[config.mk]
export PLATFORM = sky130hd
export DESIGN_NAME = saturn_jump_operand_collector_flat
export DESIGN_NICKNAME = d
export VERILOG_FILES = /design/src/rtl/saturn_jump_operand_collector_if.sv /design/src/rtl/saturn_jump_operand_collector.sv /design/src/flat_wrapper.sv
export SDC_FILE = /design/constraint.sdc
export NUM_CORES = 1
export LEC_CHECK = 0
export CELL_PAD_IN_SITES_DETAIL_PLACEMENT = 1
export CELL_PAD_IN_SITES_GLOBAL_PLACEMENT = 1
export CORE_AREA = 2 2 125 96
export CTS_BUF_LIST = sky130_fd_sc_hd__clkbuf_2 sky130_fd_sc_hd__clkbuf_4 sky130_fd_sc_hd__clkbuf_8
export CTS_CLUSTER_DIAMETER = 30
export DETAILED_ROUTE_END_ITERATION = 6
export DIE_AREA = 0 0 127 98
export PLACE_DENSITY = 0.95
export SLEW_MARGIN = 20
export SYNTH_ARGS = -nofsm -noshare
export SYNTH_HDL_FRONTEND = slang
export SYNTH_SLANG_ARGS = --single-unit
[constraint.sdc]
create_clock -name i_clk -period 7 [get_ports i_clk]
set_input_delay 1.05 -clock i_clk [delete_from_list [all_inputs] [get_ports i_clk]]
set_output_delay 1.05 -clock i_clk [all_outputs]
set_load 0.02 [all_outputs]
[src/rtl/saturn_jump_operand_collector_if.sv]
// rtl/saturn_jump_operand_collector_if.sv - decoder/fetch-side signal bundle for the jump operand collector
interface saturn_jump_operand_collector_if #(
    parameter int ADDR_W      = 20,
    parameter int MAX_NIBBLES = 5,
    parameter int LEN_W       = 3
);
    logic                     i_clk_en;
    logic [3:0]               i_phases;
    logic                     i_bus_busy;
    logic                     i_start;
    logic [LEN_W-1:0]         i_length;
    logic                     i_relative;
    logic                     i_push_pc;
    logic [ADDR_W-1:0]        i_base_pc;
    logic [3:0]               i_nibble;
    logic                     o_busy;
    logic                     o_done;
    logic [ADDR_W-1:0]        o_target;
    logic [MAX_NIBBLES*4-1:0] o_offset;
    logic                     o_push_pc;
    logic                     o_length_error;
    logic                     o_rtn;

    modport master (
        output i_clk_en, i_phases, i_bus_busy, i_start, i_length, i_relative,
               i_push_pc, i_base_pc, i_nibble,
        input  o_busy, o_done, o_target, o_offset, o_push_pc, o_length_error, o_rtn
    );

    modport slave (
        input  i_clk_en, i_phases, i_bus_busy, i_start, i_length, i_relative,
               i_push_pc, i_base_pc, i_nibble,
        output o_busy, o_done, o_target, o_offset, o_push_pc, o_length_error, o_rtn
    );
endinterface

[src/rtl/saturn_jump_operand_collector.sv]
// rtl/saturn_jump_operand_collector.sv - variable-length jump operand collector; SATURN_JUMP_RTNYES_EN enables GOYES 00 return detection
module saturn_jump_operand_collector #(
    parameter int ADDR_W      = 20,
    parameter int MAX_NIBBLES = 5,
    parameter int LEN_W       = 3
) (
    input logic i_clk,
    input logic i_reset,
    saturn_jump_operand_collector_if.slave bus
);
    localparam int OFF_W = MAX_NIBBLES * 4;
    localparam int WIDE  = (OFF_W > ADDR_W) ? OFF_W : ADDR_W;

    typedef enum logic [1:0] {IDLE, COLLECT, CALC} state_t;

    state_t            state, state_next;
    logic [LEN_W-1:0]  len_q, cnt;
    logic              rel_q, push_q;
    logic [ADDR_W-1:0] base_q;
    logic [OFF_W-1:0]  offset, off_next;
    logic [WIDE-1:0]   off_wide;
    logic [ADDR_W-1:0] target, target_next, ext;
    logic              done, busy, push_out, len_err, sign;
    logic              len_ok, accept, reject, take, last;

    always_ff @(posedge i_clk) begin
        if (i_reset) state <= IDLE;
        else         state <= state_next;
    end

    always_comb begin
        state_next = state;
        accept     = 1'b0;
        reject     = 1'b0;
        take       = 1'b0;
        last       = 1'b0;
        len_ok     = (bus.i_length != '0) && (int'(bus.i_length) <= MAX_NIBBLES);
        case (state)
            IDLE: begin
                if (bus.i_clk_en && bus.i_start) begin
                    if (len_ok) begin
                        accept     = 1'b1;
                        state_next = COLLECT;
                    end else begin
                        reject = 1'b1;
                    end
                end
            end
            COLLECT: begin
                if (bus.i_clk_en && bus.i_phases[2] && !bus.i_bus_busy) begin
                    take = 1'b1;
                    if (cnt == len_q - LEN_W'(1)) begin
                        last       = 1'b1;
                        state_next = CALC;
                    end
                end
            end
            CALC: begin
                if (bus.i_clk_en) state_next = IDLE;
            end
            default: state_next = IDLE;
        endcase
    end

    // Target is computed from the offset including the nibble being captured,
    // so o_done lands exactly one enabled clock after the last sample.
    always_comb begin
        off_next = offset;
        for (int n = 0; n < MAX_NIBBLES; n++) begin
            if (int'(cnt) == n) off_next[4*n +: 4] = bus.i_nibble;
        end
        off_wide = WIDE'(off_next);
        sign     = 1'b0;
        for (int n = 0; n < MAX_NIBBLES; n++) begin
            if (int'(len_q) == n + 1) sign = off_next[4*n+3];
        end
        ext = '0;
        for (int i = 0; i < ADDR_W; i++) begin
            if (i < 4 * int'(len_q)) ext[i] = off_wide[i];
            else                     ext[i] = rel_q & sign;
        end
        target_next = rel_q ? (base_q + ext) : ext;
    end

`ifdef SATURN_JUMP_RTNYES_EN
    logic rtn, rtn_next;

    always_comb begin
        rtn_next = rel_q && (len_q == LEN_W'(2)) && (ext[7:0] == 8'h00);
    end

    always_ff @(posedge i_clk) begin
        if (i_reset)                           rtn <= 1'b0;
        else if (last)                         rtn <= rtn_next;
        else if (state == CALC && bus.i_clk_en) rtn <= 1'b0;
    end

    assign bus.o_rtn = rtn;
`else
    logic rtn_next;
    assign rtn_next  = 1'b0;
    assign bus.o_rtn = 1'b0;
`endif

    always_ff @(posedge i_clk) begin
        if (i_reset) begin
            len_q    <= '0;
            cnt      <= '0;
            rel_q    <= 1'b0;
            push_q   <= 1'b0;
            base_q   <= '0;
            offset   <= '0;
            target   <= '0;
            done     <= 1'b0;
            busy     <= 1'b0;
            push_out <= 1'b0;
            len_err  <= 1'b0;
        end else begin
            if (reject) len_err <= 1'b1;
            if (accept) begin
                len_q  <= bus.i_length;
                rel_q  <= bus.i_relative;
                push_q <= bus.i_push_pc;
                base_q <= bus.i_base_pc;
                offset <= '0;
                cnt    <= '0;
                busy   <= 1'b1;
            end
            if (take) begin
                offset <= off_next;
                cnt    <= cnt + LEN_W'(1);
            end
            if (last) begin
                target   <= rtn_next ? '0 : target_next;
                done     <= 1'b1;
                busy     <= 1'b0;
                push_out <= push_q;
            end
            if (state == CALC && bus.i_clk_en) done <= 1'b0;
        end
    end

    assign bus.o_busy         = busy;
    assign bus.o_done         = done;
    assign bus.o_target       = target;
    assign bus.o_offset       = offset;
    assign bus.o_push_pc      = push_out;
    assign bus.o_length_error = len_err;
endmodule

[src/flat_wrapper.sv]
// flat-port wrapper written by rule: the top's interface ports become plain ports
module saturn_jump_operand_collector_flat 
#(
    parameter int ADDR_W      = 20,
    parameter int MAX_NIBBLES = 5,
    parameter int LEN_W       = 3
)
  (i_clk, i_reset, bus_i_clk_en, bus_i_phases, bus_i_bus_busy, bus_i_start, bus_i_length, bus_i_relative, bus_i_push_pc, bus_i_base_pc, bus_i_nibble, bus_o_busy, bus_o_done, bus_o_target, bus_o_offset, bus_o_push_pc, bus_o_length_error, bus_o_rtn);
  saturn_jump_operand_collector_if #(.ADDR_W(ADDR_W), .MAX_NIBBLES(MAX_NIBBLES), .LEN_W(LEN_W)) bus_i ();
  input logic i_clk;
  input logic i_reset;
  input wire logic [$bits(bus_i.i_clk_en)-1:0] bus_i_clk_en;
  input wire logic [$bits(bus_i.i_phases)-1:0] bus_i_phases;
  input wire logic [$bits(bus_i.i_bus_busy)-1:0] bus_i_bus_busy;
  input wire logic [$bits(bus_i.i_start)-1:0] bus_i_start;
  input wire logic [$bits(bus_i.i_length)-1:0] bus_i_length;
  input wire logic [$bits(bus_i.i_relative)-1:0] bus_i_relative;
  input wire logic [$bits(bus_i.i_push_pc)-1:0] bus_i_push_pc;
  input wire logic [$bits(bus_i.i_base_pc)-1:0] bus_i_base_pc;
  input wire logic [$bits(bus_i.i_nibble)-1:0] bus_i_nibble;
  output wire logic [$bits(bus_i.o_busy)-1:0] bus_o_busy;
  output wire logic [$bits(bus_i.o_done)-1:0] bus_o_done;
  output wire logic [$bits(bus_i.o_target)-1:0] bus_o_target;
  output wire logic [$bits(bus_i.o_offset)-1:0] bus_o_offset;
  output wire logic [$bits(bus_i.o_push_pc)-1:0] bus_o_push_pc;
  output wire logic [$bits(bus_i.o_length_error)-1:0] bus_o_length_error;
  output wire logic [$bits(bus_i.o_rtn)-1:0] bus_o_rtn;
  assign bus_i.i_clk_en = bus_i_clk_en;
  assign bus_i.i_phases = bus_i_phases;
  assign bus_i.i_bus_busy = bus_i_bus_busy;
  assign bus_i.i_start = bus_i_start;
  assign bus_i.i_length = bus_i_length;
  assign bus_i.i_relative = bus_i_relative;
  assign bus_i.i_push_pc = bus_i_push_pc;
  assign bus_i.i_base_pc = bus_i_base_pc;
  assign bus_i.i_nibble = bus_i_nibble;
  assign bus_o_busy = bus_i.o_busy;
  assign bus_o_done = bus_i.o_done;
  assign bus_o_target = bus_i.o_target;
  assign bus_o_offset = bus_i.o_offset;
  assign bus_o_push_pc = bus_i.o_push_pc;
  assign bus_o_length_error = bus_i.o_length_error;
  assign bus_o_rtn = bus_i.o_rtn;
  saturn_jump_operand_collector #(.ADDR_W(ADDR_W), .MAX_NIBBLES(MAX_NIBBLES), .LEN_W(LEN_W)) u_core (.i_clk(i_clk), .i_reset(i_reset), .bus(bus_i));
endmodule
==> results.md, run 1 <==
| Parameter | This run | Unit |
| --- | --- | --- |
| Core Box Area | 11320 | µm² |
| Synth warn | 0 | - |
| Number of enable-type register cells in the synthesized netlist | 0 | - |
| Final Hold Violating Endpoints | 0 | - |
| Die width | 127 | µm |
| P per Cell Area | 161.0 | nW/µm² |
| Adder-Cell Fraction of Synth Area | 8.085 | % |
| Starting density of the core | 41.85 | % |
| Number of cells on the worst hold path | 2 | - |
| Worst endpoint data arrival time | 5170 | ps |
| Synth top area share | 31.28 | % |
| Largest vdd supply drop | 0.06909 | mV |
| TritonCTS clock tree | yes | - |
| Worst Path Class, Setup | flip-flop to flip-flop | - |
| Area leader, netlist | sky130_fd_sc_hd__dfxtp_1 | - |
| Count of H-tree levels built during CTS | 3 | - |
| Total clock buffers created by CTS | 9 | - |
| Count of cell types in the netlist | 64 | - |
| Skew-Pair Late Insertion Delay | 370 | ps |
| Root buffer selected by CTS | sky130_fd_sc_hd__clkbuf_8 | - |
| Number of setup buffers added after CTS | 0 | - |
| Largest net degree at the start of global routing | 76 | - |
| Syn Std Cell Area | 4736 | µm² |
| Crit share post-route | 71.03 | % |
| Overall Power | 0.0009214 | W |
| Result of the run | completed | - |
| Clock transition at path regs | 90 | ps |
| Post-Route Hold Slack | 467.7 | ps |
| Min Clock Period, post-route | 4972 | ps |
| Std cell rows | 34 | - |
| Routed wire length | 16500 | µm |
| Synthesized-area fraction occupied by and/or/nand/nor cells | 21.85 | % |
| RSZ-0062 raised after global routing | no | - |
| Number of instances in the synthesized netlist | 616 | - |
| DR DRC count | 0 | - |
| Syn-to-layout area delta | 20.85 | % |
| Slack of the critical path | 2028 | ps |
| Num ports | 83 | - |
| Total Die Area | 12450 | µm² |
| Cts hold-fix bufs | 0 | - |
| Final std cells w/o fill | 819 | - |
| Total iterations of the first detailed-routing run | 5 | - |
| Total GRT Usage | 26.84 | % |
| Max Transition Viols Final | 0 | - |
| Fraction of final layout cells sized beyond drive strength 1 | 5.630 | % |
| Data required time of the worst path | 7200 | ps |
| Maximum clock skew at final layout | 15.10 | ps |
| Final setup violation count | 0 | - |
| Number of cells after detailed placement | 804 | - |
| Type of the worst min-delay path | flip-flop to flip-flop | - |
| Sort of element at the end of the critical path | flip-flop | - |
| Detailed placer's ending HPWL | 12110 | µm |
| # clock sinks | 74 | - |
| Number of antenna cells inserted | 0 | - |
| I/O Buffers | 78 | - |
| Maximum clock frequency | 201.1 | MHz |
| Most used flip-flop cell after synthesis | sky130_fd_sc_hd__dfxtp_1 | - |
| Syn_nets | 684 | - |
| Main combinational cell family by area after synthesis | compound AO/OA/AOI/OAI gates | - |
| Post-layout nets | 739 | - |
| Overall via count from detail_route | 4945 | - |
| Fillers | 1404 | - |
| Area fraction in compound gates after synthesis | 25.79 | % |
| Die outline height | 98 | µm |
| Synth Area per Inst | 7.688 | µm² |
| Setup_tns | 0 | ps |
| Portion of netlist area occupied by mux cells | 5.178 | % |
| Dpl ws | 1892 | ps |
| Normalized max-slew margin | 25.03 | % |
| Wirelength per Cell | 20.14 | µm |
| Overflow after GRT | 0 | - |
| Wire length of the first global-routing pass | 26530 | µm |
| Top post-synthesis cells by area | sky130_fd_sc_hd__dfxtp_1 (31%), sky130_fd_sc_hd__a21oi_1 (8.3%), sky130_fd_sc_hd__ha_1 (7.7%), sky130_fd_sc_hd__nand2_1 (6.9%), sky130_fd_sc_hd__nor2_1 (5.5%) | - |
| Actual transition at the worst max-transition pin | 1123 | ps |
| Cell count of the worst reg-to-reg path | 16 | - |
| Maximum count of clock buffers along a single path | 2 | - |
| Xor/xnor share of the synthesized area | 2.166 | % |
| Max FO, Critical Path | 8 | - |
| Final antenna-violating net count | 0 | - |
| Detailed Route Iter0 Violations | 422 | - |
| Asr flop ratio synth | 0 | % |
| Drt via density | 6.038 | - |
| Final Wtd Congestion | 0.9242 | - |
| Max Cap Violations | 0 | - |
| Setup crit start kind | flip-flop | - |
| Sequential-to-total area share from yosys stat | 31.28 | % |
| Quantity of gates resized following cts | 0 | - |
| Via count of the first global-routing pass | 5036 | - |
| Leakage power figure | 2.172 | nW |
| Synth Register Bits | 74 | - |
| Number of antenna violations at the first check in global routing | 0 | - |
-- per-layer routing --
metal	GRT usage (%)	vias up	wire length, µm
met1	37.03	2422	7502
met4	6.593	0	197
met2	43.51	189	7651
met3	5.041	19	1144
li1	-	2315	-
met5	0	-	0
-- cells in the final DEF (no fill, tap or decap), types with 13 or more instances in the layout --
cell type and instances:
sky130_fd_sc_hd__nor3_1 19, sky130_fd_sc_hd__o21ai_0 23, sky130_fd_sc_hd__a21oi_1 79, sky130_fd_sc_hd__nor2_1 70, sky130_fd_sc_hd__dfxtp_1 74, sky130_fd_sc_hd__a31oi_1 13
sky130_fd_sc_hd__ha_1 29, sky130_fd_sc_hd__nand3_1 14, sky130_fd_sc_hd__nand2_1 87, sky130_fd_sc_hd__a211oi_1 13, sky130_fd_sc_hd__mux2i_1 20, sky130_fd_sc_hd__inv_1 18
sky130_fd_sc_hd__clkdlybuf4s50_1 77
-- kinds of logic after synthesis --
logic type	Yosys count
DFF	74
AOI/OAI and AO/OA	193
other	1
and+or+nand+nor	228
buffers and inverters	56
xor gates and xnor gates	10
adders and majority gates	30
muxes	24
-- report_power, final --
group          internal (W)  switching (W)  total, W  leakage [nW]
logic             0.0000514      0.0000813  0.000133          1.47
clock network      0.000177       0.000175  0.000352         0.103
registers          0.000428     0.00000853  0.000437         0.598
total              0.000657       0.000265  0.000921          2.17
-- worst max-delay path, stage by stage (launching register included) --
cell and delay, ps:
sky130_fd_sc_hd__dfxtp_1 390, sky130_fd_sc_hd__inv_1 130, sky130_fd_sc_hd__ha_1 150, sky130_fd_sc_hd__nor2b_1 690, sky130_fd_sc_hd__mux2i_1 680, sky130_fd_sc_hd__a211o_1 260, sky130_fd_sc_hd__nor2_1 100, sky130_fd_sc_hd__nor2_1 270
sky130_fd_sc_hd__a21oi_1 90, sky130_fd_sc_hd__ha_1 240, sky130_fd_sc_hd__fa_1 420, sky130_fd_sc_hd__a21oi_1 200, sky130_fd_sc_hd__a2bb2oi_1 310, sky130_fd_sc_hd__a21oi_1 130, sky130_fd_sc_hd__or3_1 320, sky130_fd_sc_hd__a31oi_1 290
sky130_fd_sc_hd__a211oi_1 130
-- synthesized netlist by cell type, drive strengths merged, types with 2 or more instances --
master	count
a22oi	11
nand2b	5
o21bai	5
nor2	71
a211oi	13
a21oi	80
buf	13
nor2b	4
mux2i	20
and2	2
nand3	14
and3	4
a31oi	13
or2	4
a21o	9
nand2	88
inv	18
o21a	6
a311oi	2
nor3	19
nor4	2
xor2	6
or3	5
o211ai	2
a311o	2
dfxtp	74
o21ai	24
a32oi	6
clkbuf	24
ha	29
o221a	2
mux2	4
a211o	2
a41oi	2
xnor2	3
a31o	3
o2bb2ai	2
o32ai	3
nand4	7
-- area by class of cell --
class / instances / area, µm² / area share, %
multi-input cells: 486 / 2990 / 52.25
flip-flops and latches: 74 / 1481 / 25.89
repair buffers: 82 / 805.8 / 14.08
well taps: 144 / 180.2 / 3.148
clock buffers: 11 / 145.1 / 2.536
inverters: 18 / 67.56 / 1.181
clock inverters: 4 / 52.55 / 0.9182
-- stage by stage --
step	instance area, µm²	utilization [%]
5_1_grt	5723	50.58
4_1_cts	5723	50.58
3_3_place_gp	5525	48.83
3_5_place_dp	5525	48.83
6_report	5723	50.58
2_1_floorplan	4736	-
-- path summary, 6_finish.rpt --
| kind | to | start | slack, ps |
|---|---|---|---|
| max | u_core.bus.o_target[8]$_SDFFE_PP0P_ | u_core.cnt[0]$_SDFFE_PP0P_ | 2030 |
| min | u_core.base_q[5]$_SDFFE_PP0P_ | u_core.base_q[5]$_SDFFE_PP0P_ | 470 |
| max reg2reg | u_core.bus.o_target[8]$_SDFFE_PP0P_ | u_core.cnt[0]$_SDFFE_PP0P_ | 2030 |
| min reg2reg | u_core.base_q[5]$_SDFFE_PP0P_ | u_core.base_q[5]$_SDFFE_PP0P_ | 470 |
-- registers in the layout (all words and copies together), names as in the netlist, 2 cells and up --
register             flops
u_core.base_q           20
u_core.cnt               3
u_core.bus.o_target     20
u_core.len_q             3
u_core.bus.o_offset     20
u_core.state             2
Power figures use the tool's default switching activity.
==> run 2, diff against run 1 <==
Settings changed: CORE_AREA 2 2 125 96 to 2 2 136 105, DIE_AREA 0 0 127 98 to 0 0 138 107, PLACE_DENSITY 0.95 to 0.88.
Clock period 7 ns to 4.05 ns, I/O delays scaled along.
==> run 2 against run 1 <==
Net effect: core utilization down 5.1 points; clock power up 74%; design area is 6.7% higher; flip-flop and latch count unchanged; global-route usage fell by 3.5 points; first-iteration DRC count is 20% lower; wire length up 3.6%; sequential share of layout area is 1.6 points lower; setup slack got worse by 1900 ps; via count is 2.3% higher; critical path depth unchanged; critical endpoint is now u_core.bus.o_target[15]$_SDFFE_PP0P_; largest power group unchanged.
==> results.md, run 2 (same netlist as run 1, synthesis figures left out) <==
| Parameter | This run | Unit |
| --- | --- | --- |
| Result of the run | completed | - |
| Maximum single-stage delay on the critical path | 440 | ps |
| Slowest cell on the critical path | sky130_fd_sc_hd__a311oi_1 | - |
| Total iterations of the first detailed-routing run | 7 | - |
| Min Clock Period, post-route | 3930 | ps |
| Starting density of the core | 35.27 | % |
| Die width | 138 | µm |
| Number of antenna cells inserted | 0 | - |
| Core Box Area | 13430 | µm² |
| Clock share of power | 37.6 | % |
| Final Hold Violating Endpoints | 0 | - |
| Switching Share | 29.85 | % |
| Crit share post-route | 97.04 | % |
| Skew-Pair Late Insertion Delay | 390 | ps |
| Total GRT Usage | 23.31 | % |
| DRT met1 WL | 7953 | µm |
| Count of H-tree levels built during CTS | 3 | - |
| Max Cap Violations | 0 | - |
| Final core area utilization | 45.49 | % |
| Number of buffer and inverter instances along the worst setup path | 3 | - |
| Max FO, Critical Path | 5 | - |
| Drt via density | 5.679 | - |
| P per Cell Area | 265.9 | nW/µm² |
| Wire length on met3 | 958 | µm |
| Highest-count cells in the layout ignoring fill and taps | sky130_fd_sc_hd__nand2_1 (87), sky130_fd_sc_hd__a21oi_1 (78), sky130_fd_sc_hd__clkdlybuf4s50_1 (77), sky130_fd_sc_hd__dfxtp_1 (71), sky130_fd_sc_hd__nor2_1 (68) | - |
| Highest metal layer with signal wires | met4 | - |
| Post-layout nets | 779 | - |
| Post-Route Hold Slack | 472.1 | ps |
| Worst Path Class, Setup | flip-flop to flip-flop | - |
| Leakage power figure | 2.371 | nW |
| Worst endpoint data arrival time | 4200 | ps |
| Wirelength per Cell | 19.19 | µm |
| Clock transition at path regs | 100 | ps |
| Actual transition at the worst max-transition pin | 722.6 | ps |
| Placed Area | 5859 | µm² |
| Overall via count from detail_route | 5060 | - |
| Maximum clock frequency | 254.4 | MHz |
| Final Wtd Congestion | 0.9087 | - |
| Total clock buffers created by CTS | 9 | - |
| Detailed Route Iter0 Violations | 338 | - |
| Number of cells on the worst hold path | 2 | - |
| Type of the worst min-delay path | flip-flop to flip-flop | - |
| Sort of element at the end of the critical path | flip-flop | - |
| DR DRC count | 0 | - |
| Most common cell after layout, fill and taps aside | sky130_fd_sc_hd__nand2_1 | - |
| Total net switching power | 0.0004847 | W |
| Cell count of the worst reg-to-reg path | 16 | - |
| Wire length of the first global-routing pass | 27630 | µm |
| Normalized max-slew margin | 51.78 | % |
| Final standard cell area without fillers | 6107 | µm² |
| Data required time of the worst path | 4320 | ps |
| Syn-to-layout area delta | 28.96 | % |
| Power Internal | 0.001139 | W |
| Detailed placer's ending HPWL | 12920 | µm |
| Maximum clock skew at final layout | 19.15 | ps |
| Top delay family on crit path | compound AO/OA/AOI/OAI gates | - |
| Root buffer selected by CTS | sky130_fd_sc_hd__clkbuf_8 | - |
| Number of antenna violations at the first check in global routing | 0 | - |
| Die outline height | 107 | µm |
| # clock sinks | 74 | - |
| Overflow after GRT | 0 | - |
| Final setup violation count | 0 | - |
| Met2 routed WL | 7738 | µm |
| Maximum count of clock buffers along a single path | 2 | - |
| Largest vdd supply drop | 0.1589 | mV |
| Num ports | 83 | - |
| Routed wire length | 17100 | µm |
| Fraction of power consumed by sequential logic | 46.4 | % |
| Cts hold-fix bufs | 0 | - |
| Total Die Area | 14770 | µm² |
| I/O Buffers | 78 | - |
| Setup_tns | 0 | ps |
| Overall Power | 0.001624 | W |
| Portion of total power attributed to combinational logic | 16.0 | % |
| Via count of the first global-routing pass | 5303 | - |
| Final antenna-violating net count | 0 | - |
| Setup crit start kind | flip-flop | - |
| TritonCTS clock tree | yes | - |
| Std cell rows | 37 | - |
| Max Transition Viols Final | 0 | - |
| CP Depth | 16 | - |
| Largest net degree at the start of global routing | 56 | - |
| Cells along the critical path | inv_1 > ha_1 > nor2b_1 > mux2i_1 > o221a_2 > nor2_1 > buf_4 > nor2_2 > a21oi_1 > ha_1 > buf_4 > nand4_1 > a31o_2 > a311oi_1 > o221a_1 > nand2_1 | - |
| Fraction of final layout cells sized beyond drive strength 1 | 12.71 | % |
[run 2: cell types whose count changed in the layout (fill, tap and decap cells not counted), moves of 2 or more]
cell,before,now
sky130_fd_sc_hd__dfxtp_2,0,3
sky130_fd_sc_hd__dfxtp_1,74,71
sky130_fd_sc_hd__a31oi_2,0,2
sky130_fd_sc_hd__buf_4,4,44
sky130_fd_sc_hd__nor2_2,1,3
sky130_fd_sc_hd__nor2_1,70,68
sky130_fd_sc_hd__a31oi_1,13,11
sky130_fd_sc_hd__inv_6,0,3
[run 2: routing by layer]
metal,track usage [%],up-vias
met5,0,-
met4,8.090,0
met3,5.092,36
met2,37.77,160
met1,30.85,2466
li1,-,2398
[run 2: layout make-up]
class                      instances  area, µm²
clock inverter                     7      75.07
clock buffer                       9      123.9
tap                              175      219.0
fill                            1644       7318
timing repair buffer             122       1106
inverter                          18      67.56
sequential                        74       1485
multi-input combinational        486       3030
[run 2: worst reg2reg max path: stages, from the launching register on]
cell                       delay [ps]
sky130_fd_sc_hd__dfxtp_2          370
sky130_fd_sc_hd__inv_1            120
sky130_fd_sc_hd__ha_1             200
sky130_fd_sc_hd__nor2b_1          240
sky130_fd_sc_hd__mux2i_1          310
sky130_fd_sc_hd__o221a_2          250
sky130_fd_sc_hd__nor2_1            70
sky130_fd_sc_hd__buf_4            140
sky130_fd_sc_hd__nor2_2           170
sky130_fd_sc_hd__a21oi_1           90
sky130_fd_sc_hd__ha_1             370
sky130_fd_sc_hd__buf_4            150
sky130_fd_sc_hd__nand4_1          250
sky130_fd_sc_hd__a31o_2           350
sky130_fd_sc_hd__a311oi_1         440
sky130_fd_sc_hd__o221a_1          250
sky130_fd_sc_hd__nand2_1           50
[run 2: worst paths after layout]
kind / to / from / slack [ps]
worst min-delay path: u_core.base_q[7]$_SDFFE_PP0P_ / u_core.base_q[7]$_SDFFE_PP0P_ / 470
worst max-delay path: u_core.bus.o_target[15]$_SDFFE_PP0P_ / u_core.cnt[1]$_SDFFE_PP0P_ / 120
worst max register to register: u_core.bus.o_target[15]$_SDFFE_PP0P_ / u_core.cnt[1]$_SDFFE_PP0P_ / 120
worst min register to register: u_core.base_q[7]$_SDFFE_PP0P_ / u_core.base_q[7]$_SDFFE_PP0P_ / 470
[run 2: stage by stage]
stage | setup slack, ps | cells
global placement | -3.389 | 874
finish | 119.8 | 891
floorplan | 514.3 | 616
detailed placement | -66.74 | 874
CTS | 84.27 | 890
global route | -12.61 | 891
[run 2: repair_timing]
action                                 CTS  global route
setup endpoints to repair                0            14
setup buffers                            0             1
gates resized for setup                  0            11
endpoints found under the hold margin    0             0
[run 2: power groups by stage]
| stage | sequential [W] | clock [W] | combinational, W |
|---|---|---|---|
| finish | 0.000753 | 0.000611 | 0.000260 |
| global route | 0.000755 | 0.000653 | 0.000285 |
| CTS | 0.000753 | 0.000621 | 0.000254 |
| detailed placement | 0.000770 | 0 | 0.000253 |
| global placement | 0.000768 | 0 | 0.000239 |
| floorplan | 0.000766 | 0 | 0.000146 |
==> RTL edit (config.mk and constraints of run 2) <==
`ADDR_W` is set to 20 in 3 places; all go to 40.
--- a/src/rtl/saturn_jump_operand_collector_if.sv
+++ b/src/rtl/saturn_jump_operand_collector_if.sv
@@ -2,3 +2,3 @@
 interface saturn_jump_operand_collector_if #(
-    parameter int ADDR_W      = 20,
+    parameter int ADDR_W      = 40,
     parameter int MAX_NIBBLES = 5,
--- a/src/rtl/saturn_jump_operand_collector.sv
+++ b/src/rtl/saturn_jump_operand_collector.sv
@@ -2,3 +2,3 @@
 module saturn_jump_operand_collector #(
-    parameter int ADDR_W      = 20,
+    parameter int ADDR_W      = 40,
     parameter int MAX_NIBBLES = 5,
--- a/src/flat_wrapper.sv
+++ b/src/flat_wrapper.sv
@@ -3,3 +3,3 @@
 #(
-    parameter int ADDR_W      = 20,
+    parameter int ADDR_W      = 40,
     parameter int MAX_NIBBLES = 5,
Interface: changed (resized bus_i_base_pc and bus_o_target); port bits go from 83 to 123. The function was not compared with the original's and may differ.
==> RTL edit against run 2 <==
- synthesized cell count rose by 50%
- the flow now stops in clock tree synthesis
- area after synthesis increased by 50%
==> RTL edit: results (changes against run 2) <==
Outcome
  • Outcome: stopped before the end (was complete, no violations)
  • Failing step: clock tree synthesis
  • Stop err: [ERROR DPL-0033] detailed placement checks failed during check placement.

Placement
  • Routability Congestion: 0.9830 (was 0.9087)
  • I/O Buffers: 118 (was 78)
  • Dpl cell area: 9315 µm² (was 5859 µm²)
  • Hpwl dp: 24.71 mm (was 12.92 mm)

Clock network
  • CTS Root Cell: clkbuf_8 (unchanged)
  • Total clock sinks: 114 (was 74)
  • Inserted Clock Buffers: 17 (was 9)
  • H-tree Lvls: 4 (was 3)
  • Total setup buffers inserted after CTS: 29 (was 0)
  • Post-CTS resize count: 115 (was 0)
  • Bufs on Longest Clock Path: 2 (unchanged)

Synthesis
  • Count of unique library cells instantiated by Yosys: 64 (unchanged)
  • Top post-synthesis cells by area: dfxtp_1, nand2_1, a21oi_1 (was dfxtp_1, a21oi_1, ha_1)
  • Post-synth top flop: dfxtp_1 (unchanged)
  • Net Count, Synth: 1022 (was 684)
  • Yosys warning count: 0 (unchanged)
  • Ys async rst share: 0% (unchanged)
  • Post-synthesis cell area: 7082 µm² (was 4736 µm²)
  • Sequential area share after synthesis: 32.23% (was 31.28%)
  • Post-synth top cells: nand2_1, a21oi_1, dfxtp_1, nor2_1, clkbuf_1 (was nand2_1, a21oi_1, dfxtp_1, nor2_1, ha_1)
## RTL edit: cell count changes after synthesis, moves of 8 or more
cell             run 2  this run
nand2_1             87       161
mux2i_1             20        28
a21oi_1             79       115
a32oi_1              6        18
ha_1                29        40
xnor2_1              3        14
dfxtp_1             74       114
nor2_1              70        78
o21ai_0             23        35
clkbuf_1            24        52
a21o_1               9        19
and3_1               4        13
a211oi_1            13        22
## RTL edit: cell families after synthesis
logic type	count (synthesis)	synth area share, %
other cells	1	0.05295
fa+ha+maj	41	7.350
buf+inv	82	4.593
compound gates	285	26.04
flops	114	32.23
simple gates	342	21.78
mux	30	4.276
xor+xnor	28	3.675
## RTL edit: per-stage QoR
step	cells	setup slack [ns]
after floorplan	923	-0.1172
after global placement	1288	-0.5662
after detailed placement	1288	-0.9199
